**src/rtl/mem_access_unit_if.sv**
```systemverilog
// Memory bus between the MEM-stage access unit and the data memory.
// There is one request channel with a ready handshake and one single-pulse load response channel.
interface mem_access_unit_if;
  logic        mem_req_valid;
  logic        mem_req_ready;
  logic        mem_req_we;
  logic [31:0] mem_req_addr;
  logic [31:0] mem_req_wdata;
  logic [3:0]  mem_req_be;
  logic        mem_rsp_valid;
  logic [31:0] mem_rsp_rdata;

  modport master (
    output mem_req_valid, mem_req_we, mem_req_addr, mem_req_wdata, mem_req_be,
    input  mem_req_ready, mem_rsp_valid, mem_rsp_rdata
  );

  modport slave (
    input  mem_req_valid, mem_req_we, mem_req_addr, mem_req_wdata, mem_req_be,
    output mem_req_ready, mem_rsp_valid, mem_rsp_rdata
  );
endinterface

```
**src/rtl/mem_access_unit.sv**
```systemverilog
// MEM-stage load/store unit: it checks alignment, drives bus lanes, stalls the pipeline while loads are outstanding,
// and forces completion with a bus error when a load response never arrives.
module mem_access_unit #(
  parameter int unsigned TIMEOUT_CYC = 255
) (
  input  logic                clk,
  input  logic                rst_n,
  input  logic                e_MemRead,
  input  logic                e_MemWrite,
  input  logic [2:0]          e_funct3,
  input  logic [31:0]         e_addr,
  input  logic [31:0]         e_wdata,
  mem_access_unit_if.master   mem,
  output logic                stall,
  output logic [31:0]         m_read_data,
  output logic                access_fault,
  output logic                bus_error
);

  typedef enum logic {IDLE, WAIT_RSP} state_t;

  localparam logic [7:0] TIMEOUT_VAL = 8'(TIMEOUT_CYC);

  state_t      state_reg, state_next;
  logic [7:0]  cnt_reg, cnt_next;
  logic [1:0]  off_reg, off_next;
  logic [2:0]  f3_reg, f3_next;
  logic [31:0] rdata_reg, rdata_next;
  logic        berr_reg, berr_next;

  logic        access_present;
  logic        illegal_f3;
  logic        misaligned;
  logic [31:0] load_fmt;
  logic [7:0]  sel_byte;
  logic [15:0] sel_half;

  assign access_present = e_MemRead | e_MemWrite;
  assign illegal_f3     = (e_funct3 == 3'b011) || (e_funct3 == 3'b110) || (e_funct3 == 3'b111);
  assign misaligned     = ((e_funct3[1:0] == 2'b01) && e_addr[0]) ||
                          ((e_funct3 == 3'b010) && (e_addr[1:0] != 2'b00));
  assign access_fault   = access_present & (illegal_f3 | misaligned);

  // The lane steering depends only on the live MEM-stage inputs, so it stays stable while the pipeline is stalled.
  assign mem.mem_req_addr = {e_addr[31:2], 2'b00};
  assign mem.mem_req_we   = e_MemWrite;

  always_comb begin
    mem.mem_req_be    = 4'b1111;
    mem.mem_req_wdata = e_wdata;
    case (e_funct3[1:0])
      2'b00: begin
        mem.mem_req_be    = 4'b0001 << e_addr[1:0];
        mem.mem_req_wdata = {4{e_wdata[7:0]}};
      end
      2'b01: begin
        mem.mem_req_be    = e_addr[1] ? 4'b1100 : 4'b0011;
        mem.mem_req_wdata = {2{e_wdata[15:0]}};
      end
      default: begin
        mem.mem_req_be    = 4'b1111;
        mem.mem_req_wdata = e_wdata;
      end
    endcase
  end

  // The response is formatted with the offset and size latched at the handshake, not the live inputs.
  always_comb begin
    sel_half = off_reg[1] ? mem.mem_rsp_rdata[31:16] : mem.mem_rsp_rdata[15:0];
    case (off_reg)
      2'd0:    sel_byte = mem.mem_rsp_rdata[7:0];
      2'd1:    sel_byte = mem.mem_rsp_rdata[15:8];
      2'd2:    sel_byte = mem.mem_rsp_rdata[23:16];
      default: sel_byte = mem.mem_rsp_rdata[31:24];
    endcase
    case (f3_reg)
      3'b000:  load_fmt = {{24{sel_byte[7]}}, sel_byte};
      3'b001:  load_fmt = {{16{sel_half[15]}}, sel_half};
      3'b100:  load_fmt = {24'h0, sel_byte};
      3'b101:  load_fmt = {16'h0, sel_half};
      default: load_fmt = mem.mem_rsp_rdata;
    endcase
  end

  always_comb begin
    state_next        = state_reg;
    cnt_next          = cnt_reg;
    off_next          = off_reg;
    f3_next           = f3_reg;
    rdata_next        = rdata_reg;
    berr_next         = 1'b0;
    stall             = 1'b0;
    mem.mem_req_valid = 1'b0;
    case (state_reg)
      IDLE: begin
        mem.mem_req_valid = access_present & ~access_fault;
        if (mem.mem_req_valid) begin
          if (e_MemWrite) begin
            stall = ~mem.mem_req_ready;
          end else begin
            stall = 1'b1;
            if (mem.mem_req_ready) begin
              off_next   = e_addr[1:0];
              f3_next    = e_funct3;
              cnt_next   = 8'd0;
              state_next = WAIT_RSP;
            end
          end
        end
      end
      WAIT_RSP: begin
        if (mem.mem_rsp_valid) begin
          rdata_next = load_fmt;
          state_next = IDLE;
        end else if (cnt_reg == TIMEOUT_VAL) begin
          rdata_next = 32'h0;
          berr_next  = 1'b1;
          state_next = IDLE;
        end else begin
          stall    = 1'b1;
          cnt_next = cnt_reg + 8'd1;
        end
      end
      default: state_next = IDLE;
    endcase
  end

  always_ff @(posedge clk or negedge rst_n) begin
    if (!rst_n) begin
      state_reg <= IDLE;
      cnt_reg   <= 8'd0;
      off_reg   <= 2'd0;
      f3_reg    <= 3'd0;
      rdata_reg <= 32'h0;
      berr_reg  <= 1'b0;
    end else begin
      state_reg <= state_next;
      cnt_reg   <= cnt_next;
      off_reg   <= off_next;
      f3_reg    <= f3_next;
      rdata_reg <= rdata_next;
      berr_reg  <= berr_next;
    end
  end

  assign m_read_data = rdata_reg;
  assign bus_error   = berr_reg;

endmodule

```
**src/flat_wrapper.sv**
```systemverilog
// flat-port wrapper written by rule: the top's interface ports become plain ports
module mem_access_unit_flat 
#(
  parameter int unsigned TIMEOUT_CYC = 255
)
  (clk, rst_n, e_MemRead, e_MemWrite, e_funct3, e_addr, e_wdata, stall, m_read_data, access_fault, bus_error, mem_mem_req_valid, mem_mem_req_we, mem_mem_req_addr, mem_mem_req_wdata, mem_mem_req_be, mem_mem_req_ready, mem_mem_rsp_valid, mem_mem_rsp_rdata);
  mem_access_unit_if mem_i ();
  input  logic clk;
  input  logic rst_n;
  input  logic e_MemRead;
  input  logic e_MemWrite;
  input  logic [2:0] e_funct3;
  input  logic [31:0] e_addr;
  input  logic [31:0] e_wdata;
  output logic stall;
  output logic [31:0] m_read_data;
  output logic access_fault;
  output logic bus_error;
  output wire logic [$bits(mem_i.mem_req_valid)-1:0] mem_mem_req_valid;
  output wire logic [$bits(mem_i.mem_req_we)-1:0] mem_mem_req_we;
  output wire logic [$bits(mem_i.mem_req_addr)-1:0] mem_mem_req_addr;
  output wire logic [$bits(mem_i.mem_req_wdata)-1:0] mem_mem_req_wdata;
  output wire logic [$bits(mem_i.mem_req_be)-1:0] mem_mem_req_be;
  input wire logic [$bits(mem_i.mem_req_ready)-1:0] mem_mem_req_ready;
  input wire logic [$bits(mem_i.mem_rsp_valid)-1:0] mem_mem_rsp_valid;
  input wire logic [$bits(mem_i.mem_rsp_rdata)-1:0] mem_mem_rsp_rdata;
  assign mem_mem_req_valid = mem_i.mem_req_valid;
  assign mem_mem_req_we = mem_i.mem_req_we;
  assign mem_mem_req_addr = mem_i.mem_req_addr;
  assign mem_mem_req_wdata = mem_i.mem_req_wdata;
  assign mem_mem_req_be = mem_i.mem_req_be;
  assign mem_i.mem_req_ready = mem_mem_req_ready;
  assign mem_i.mem_rsp_valid = mem_mem_rsp_valid;
  assign mem_i.mem_rsp_rdata = mem_mem_rsp_rdata;
  mem_access_unit #(.TIMEOUT_CYC(TIMEOUT_CYC)) u_core (.clk(clk), .rst_n(rst_n), .e_MemRead(e_MemRead), .e_MemWrite(e_MemWrite), .e_funct3(e_funct3), .e_addr(e_addr), .e_wdata(e_wdata), .mem(mem_i), .stall(stall), .m_read_data(m_read_data), .access_fault(access_fault), .bus_error(bus_error));
endmodule
```
**config.mk**
```make
export PLATFORM = sky130hd
export DESIGN_NAME = mem_access_unit_flat
export DESIGN_NICKNAME = d
export VERILOG_FILES = /design/src/rtl/mem_access_unit_if.sv /design/src/rtl/mem_access_unit.sv /design/src/flat_wrapper.sv
export SDC_FILE = /design/constraint.sdc
export NUM_CORES = 1
export LEC_CHECK = 0
export CORE_UTILIZATION = 34
export CTS_BUF_LIST = sky130_fd_sc_hd__clkbuf_8
export CTS_CLUSTER_DIAMETER = 150
export DETAILED_ROUTE_END_ITERATION = 10
export PLACE_DENSITY_LB_ADDON = 0.08
export SYNTH_ARGS = -nofsm -noshare
export SYNTH_HDL_FRONTEND = slang
export SYNTH_SLANG_ARGS = --single-unit
```
**constraint.sdc**
```tcl
create_clock -name clk -period 1.55 [get_ports clk]
set_input_delay 0.2325 -clock clk [delete_from_list [all_inputs] [get_ports clk]]
set_output_delay 0.2325 -clock clk [all_outputs]
set_load 0.1 [all_outputs]
```
* Yosys cells after proc, flatten, opt, wreduce, memory -nomap -nowiden
Index checks and enable logic that the tools add are counted.
Storage, ports and cells: bits in registers 47, input bits 105, word-level logic and storage cells 72
Cells by class: add/subtract/negate cells 1, eq/ne operators 16, shift operators 1, mux-type cells 27, bitwise logic cells 8, reduce and logical (&&, ||, !) cells 13
Operators with widths (number):
- 32-bit case mux with 4 select lines | 1
- 32-bit two-way mux | 2
- 32-bit case mux with 2 select lines | 1
- 8-bit two-way mux | 5
- 8-bit case mux with 3 select lines | 1
- 16-bit two-way mux | 1
- 8-bit case mux with 2 select lines | 1
- 3-bit == test (second input constant) | 4
- 1-bit two-way mux | 11
- 8-bit by 1-bit adder with 8-bit output (second input constant) | 1
- 8-bit == test (second input constant) | 1
- 2-bit != test (second input constant) | 4
- 4-bit case mux with 2 select lines | 1
- 3-bit by 2-bit == test with 1-bit output (second input constant) | 2
- 5-bit AND reduction | 1
- 2-bit by 1-bit == test with 1-bit output (second input constant) | 2
- 2-bit zero test | 2
- 4-bit two-way mux | 1
- 1-bit NOT | 4
- 1-bit case mux with 2 select lines | 2
- 4-bit AND reduction | 1
- 2-bit nonzero test | 2
- 1-bit by 2-bit left shift with 4-bit output (first input constant) | 1
- 3-bit by 1-bit == test with 1-bit output (second input constant) | 1
- 8 further kinds | 13

* Logic depth before layout (Yosys ltp)
depth after elaboration 9, gate-level depth with buffers 6, gate-level depth less buffers 5

* Worst setup path before layout
Ideal clock, no wire load.
kind input-to-output, from input e_funct3[0], to output stall, arrival time 3.716 ns, required time 1.317 ns, setup slack -2.398 ns, stages 5, buffers on the path 1, cell sequence clkbuf_1 -> nor4_1 -> nor2_1 -> nor3_1 -> a21o_1
On the way: word-level cells in the longest chain between the ends 9, elaborated cells between the ends (all ways) 16
Ends and longest elaborated chain:
- from (decl) | RTL line flat_wrapper.sv:12 | input logic [2:0] e_funct3;
- 3-bit by 2-bit == test with 1-bit output (tied with other cells) | RTL line mem_access_unit.sv:39 | assign illegal_f3 = (e_funct3 == 3'b011) || (e_funct3 == 3'b110) || (e_funct3 == 3'b111);
- 1-bit logical OR (tied with other cells) | RTL line mem_access_unit.sv:39
- 1-bit logical OR (on tied branches) | RTL line mem_access_unit.sv:39, mem_access_unit.sv:40
- 1-bit bitwise OR * | RTL line mem_access_unit.sv:42 | assign access_fault = access_present & (illegal_f3 | misaligned);
- 1-bit bitwise AND * | RTL line mem_access_unit.sv:42
- 1-bit NOT * | RTL line mem_access_unit.sv:96 | mem.mem_req_valid = access_present & ~access_fault;
- 1-bit bitwise AND * | RTL line mem_access_unit.sv:96
- 1-bit two-way mux * | RTL line mem_access_unit.sv:97 | if (mem.mem_req_valid) begin
- 1-bit case mux with 2 select lines * | RTL line mem_access_unit.sv:94 | case (state_reg)
- to (decl) | RTL line flat_wrapper.sv:15 | output logic stall;
Mark *: on every way between the ends. The rest lies on a longest branch, timed or not.

* Worst setup path after layout
from register u_core.cnt_reg[1], to output stall
On the way: word-level cells in the longest chain between the ends 4
Ends and longest elaborated chain:
- from (decl) | RTL line mem_access_unit.sv:25 | logic [7:0] cnt_reg, cnt_next;
- from (signal assigned) | RTL line mem_access_unit.sv:138 | cnt_reg <= cnt_next;
- 8-bit == test | RTL line mem_access_unit.sv:115 | end else if (cnt_reg == TIMEOUT_VAL) begin
- 1-bit two-way mux | RTL line mem_access_unit.sv:115
- 1-bit two-way mux | RTL line mem_access_unit.sv:112 | if (mem.mem_rsp_valid) begin
- 1-bit case mux with 2 select lines | RTL line mem_access_unit.sv:94
Every way passes these cells.

==> run metrics <==
failing checks negative setup slack; crit-path max cell delay 370 ps; Critical Path RT 1320 ps; status finished, violations left; Total Wirelength 9940 um; initial antenna violation count 0; DR vias/cell 5.14; first drt pass iteration count 4; GPL Wtd Cong 0.790; max-slew violation count 0; core area 9200 um^2; Syn Inst Count 318; Crit Path Category reg2out; clock root cell clkbuf_8; CP max stage cell dfrtp_1; startpoint class of the critical path flip-flop; layout cells sized above 1 49.0%; die area 9830 um^2; CP Data Arrival Time 1520 ps; post-DP HPWL 7710 um; register area 1180 um^2; setup ws final -206 ps; maximum clock insertion buffer count 2; antenna cells 0; worst hold path type in2reg; FF+latch count, synth 47; post-synthesis cell area 3210 um^2; Worst Skew 9.61 ps; CTS sink cnt 47; # H-tree levels 2; largest net degree at the start of global routing 48; Ys Warns 0; DRT iter0 DRCs 111; Inserted Clock Buffers 5; CP max FO 2; fillers 693; Final Cell Area 6200 um^2; crit end category output pin; Netlist cell types 45; max reg flops 32; Clock transition at path regs 90 ps; number of synthesized flops with an enable pin 0; CTS tree yes; final setup TNS -3530 ps; clk_lat worst skew 300 ps; multi-input logic area 1890 um^2; post-layout net count 585; async set-reset flop share out of synthesis 100%; main flop type after synthesis dfrtp_1; P_leak 2.80 nW; sequential element share of the synthesized area 36.6%; Final Cycle Share 113%; RSZ-0062 raised after global routing yes; Final Setup Violations 42; power density cells 1620 nW/um^2; Die Wd 99.2 um; area added between synthesis and finish 93.1%; post-route minimum period 1760 ps; FP Rows 35; dpl cell area 5790 um^2; routed vias 3037; GR Overflow Total 0; IO Port Bufs 147; routed len/inst 16.8 um; Chip Height 99.2 um; Cell Chain, Critical Path ha_2 -> nand3_2 -> o21a_1 -> a21o_4 -> buf_12; detailed-route DRC error count 0; Total Routing Usage GR 20.8%; IO Pins 210; Peak supply drop 0.000933 V; Initial Utilization 34.9%; first-pass GRT wire length 16200 um; Post-Syn Area per Cell 10.1 um^2; Final Power 10.1 mW; vias in the first global route 3220; total of max-cap violations 0; Final ANT Viol Nets 0; Final Hold Viols 0; Max Clk Rate 0.569 GHz
==> cell type report <==
class                      instances  area share [%]
clock buffer                       7            1.55
clock inverter                     1           0.121
inverter                           4           0.242
multi-input combinational        206            30.6
sequential                        47            19.0
tap                              111            2.24
timing repair buffer             215            46.2
==> layout by cell type (no fill, tap or decap), types with 3 or more instances in the layout <==
cell type / n
a221o_1: 6
a21oi_1: 14
nand2_1: 22
a221o_2: 10
dfrtp_1: 45
buf_4: 53
a211o_1: 7
o21ai_1: 3
o21ai_4: 8
or3_1: 3
nor2b_1: 7
and3b_1: 7
mux2i_1: 15
inv_1: 4
o2bb2ai_1: 7
mux2_4: 13
o21ai_0: 8
nor2_1: 6
clkbuf_8: 7
mux2_2: 25
clkdlybuf4s50_1: 65
buf_12: 82
buf_2: 3
==> layer usage <==
metal | vias to the layer above | GRT usage, % | part of all wire [%]
met5 | - | 0 | 0
met4 | 0 | 6.11 | 2.0
met3 | 18 | 6.25 | 7.5
met2 | 123 | 36.4 | 50
met1 | 1455 | 24.6 | 40
li1 | 1441 | - | -
==> cells in the mapped netlist, drive strengths merged, types with 2 or more instances <==
| cell | instances | share of area (%) |
|---|---|---|
| nor2b | 9 | 1.8 |
| buf | 50 | 11 |
| o21bai | 3 | 0.70 |
| a21oi | 15 | 2.3 |
| inv | 4 | 0.47 |
| and3b | 7 | 1.9 |
| xor2 | 2 | 0.55 |
| o2bb2ai | 7 | 1.9 |
| clkbuf | 12 | 1.4 |
| a221o | 16 | 5.4 |
| mux2i | 15 | 4.7 |
| mux2 | 38 | 13 |
| nor4 | 2 | 0.58 |
| o21ai | 20 | 3.1 |
| o21a | 2 | 0.47 |
| or3 | 3 | 0.58 |
| and3 | 2 | 0.39 |
| a22o | 2 | 0.55 |
| nand4 | 2 | 0.39 |
| a211o | 7 | 1.9 |
| nand2b | 2 | 0.39 |
| nand2 | 22 | 2.6 |
| nor3 | 2 | 0.31 |
| nand3b | 2 | 0.47 |
| a21o | 4 | 0.94 |
| dfrtp | 47 | 37 |
| nor2 | 9 | 1.1 |
==> repair_timing <==
item | 4_1_cts | 5_1_grt
hold buffers | 1 | 0
resized for setup | 42 | 10
buffers inserted | 9 | 1
gates cloned | 1 | 1
pin swaps | 11 | 6
setup endpoints to repair | 64 | 49
endpoints found under the hold margin | 47 | 0
==> per-stage QoR <==
step / hold slack [ps] / std cells / setup WS (ps) / util (%)
6_report: 281 / 591 / -206 / 67.4
5_1_grt: 292 / 591 / -276 / 67.4
4_1_cts: 269 / 589 / -213 / 66.8
3_5_place_dp: 233 / 570 / -741 / 62.9
3_3_place_gp: 236 / 570 / -618 / 62.9
2_1_floorplan: -63.1 / 319 / -598 / -
==> kinds of logic after synthesis <==
family          share of synthesized area [%]
compound gates                           19.6
simple gates                             11.6
buf+inv                                  13.1
mux                                      18.0
flops                                    36.6
xor+xnor                                0.546
fa+ha+maj                               0.390
other cells                             0.117
==> final timing paths <==
check,start,to,slack (ps),depth (start not counted)
max in group asynchronous,rst_n,u_core.off_reg[1]$_DFFE_PN0P_,870,3
max reg2reg,u_core.cnt_reg[1]$_DFFE_PN0P_,u_core.m_read_data[21]$_DFFE_PN0P_,-140,7
min in group asynchronous,rst_n,u_core.m_read_data[11]$_DFFE_PN0P_,440,3
min reg2reg,u_core.cnt_reg[2]$_DFFE_PN0P_,u_core.cnt_reg[2]$_DFFE_PN0P_,530,1
max,u_core.cnt_reg[1]$_DFFE_PN0P_,stall,-210,5
min,e_funct3[1],u_core.f3_reg[1]$_DFFE_PN0P_,280,2
==> power by group <==
| group | switching (mW) | total (mW) | internal [mW] |
|---|---|---|---|
| registers | 0.522 | 2.17 | 1.65 |
| logic | 4.22 | 7.05 | 2.84 |
| clock network | 0.425 | 0.832 | 0.406 |
| total | 5.16 | 10.1 | 4.89 |
==> worst max-delay path: cells and delay by family, from the launching register on <==
kind | cells | cell delay, ps
buffers and inverters | 1 | 160
AOI/OAI and AO/OA | 2 | 410
and+or+nand+nor | 1 | 80
adders and majority gates | 1 | 200
DFF | 1 | 370
No activity file was read; power rests on OpenSTA's default activity.
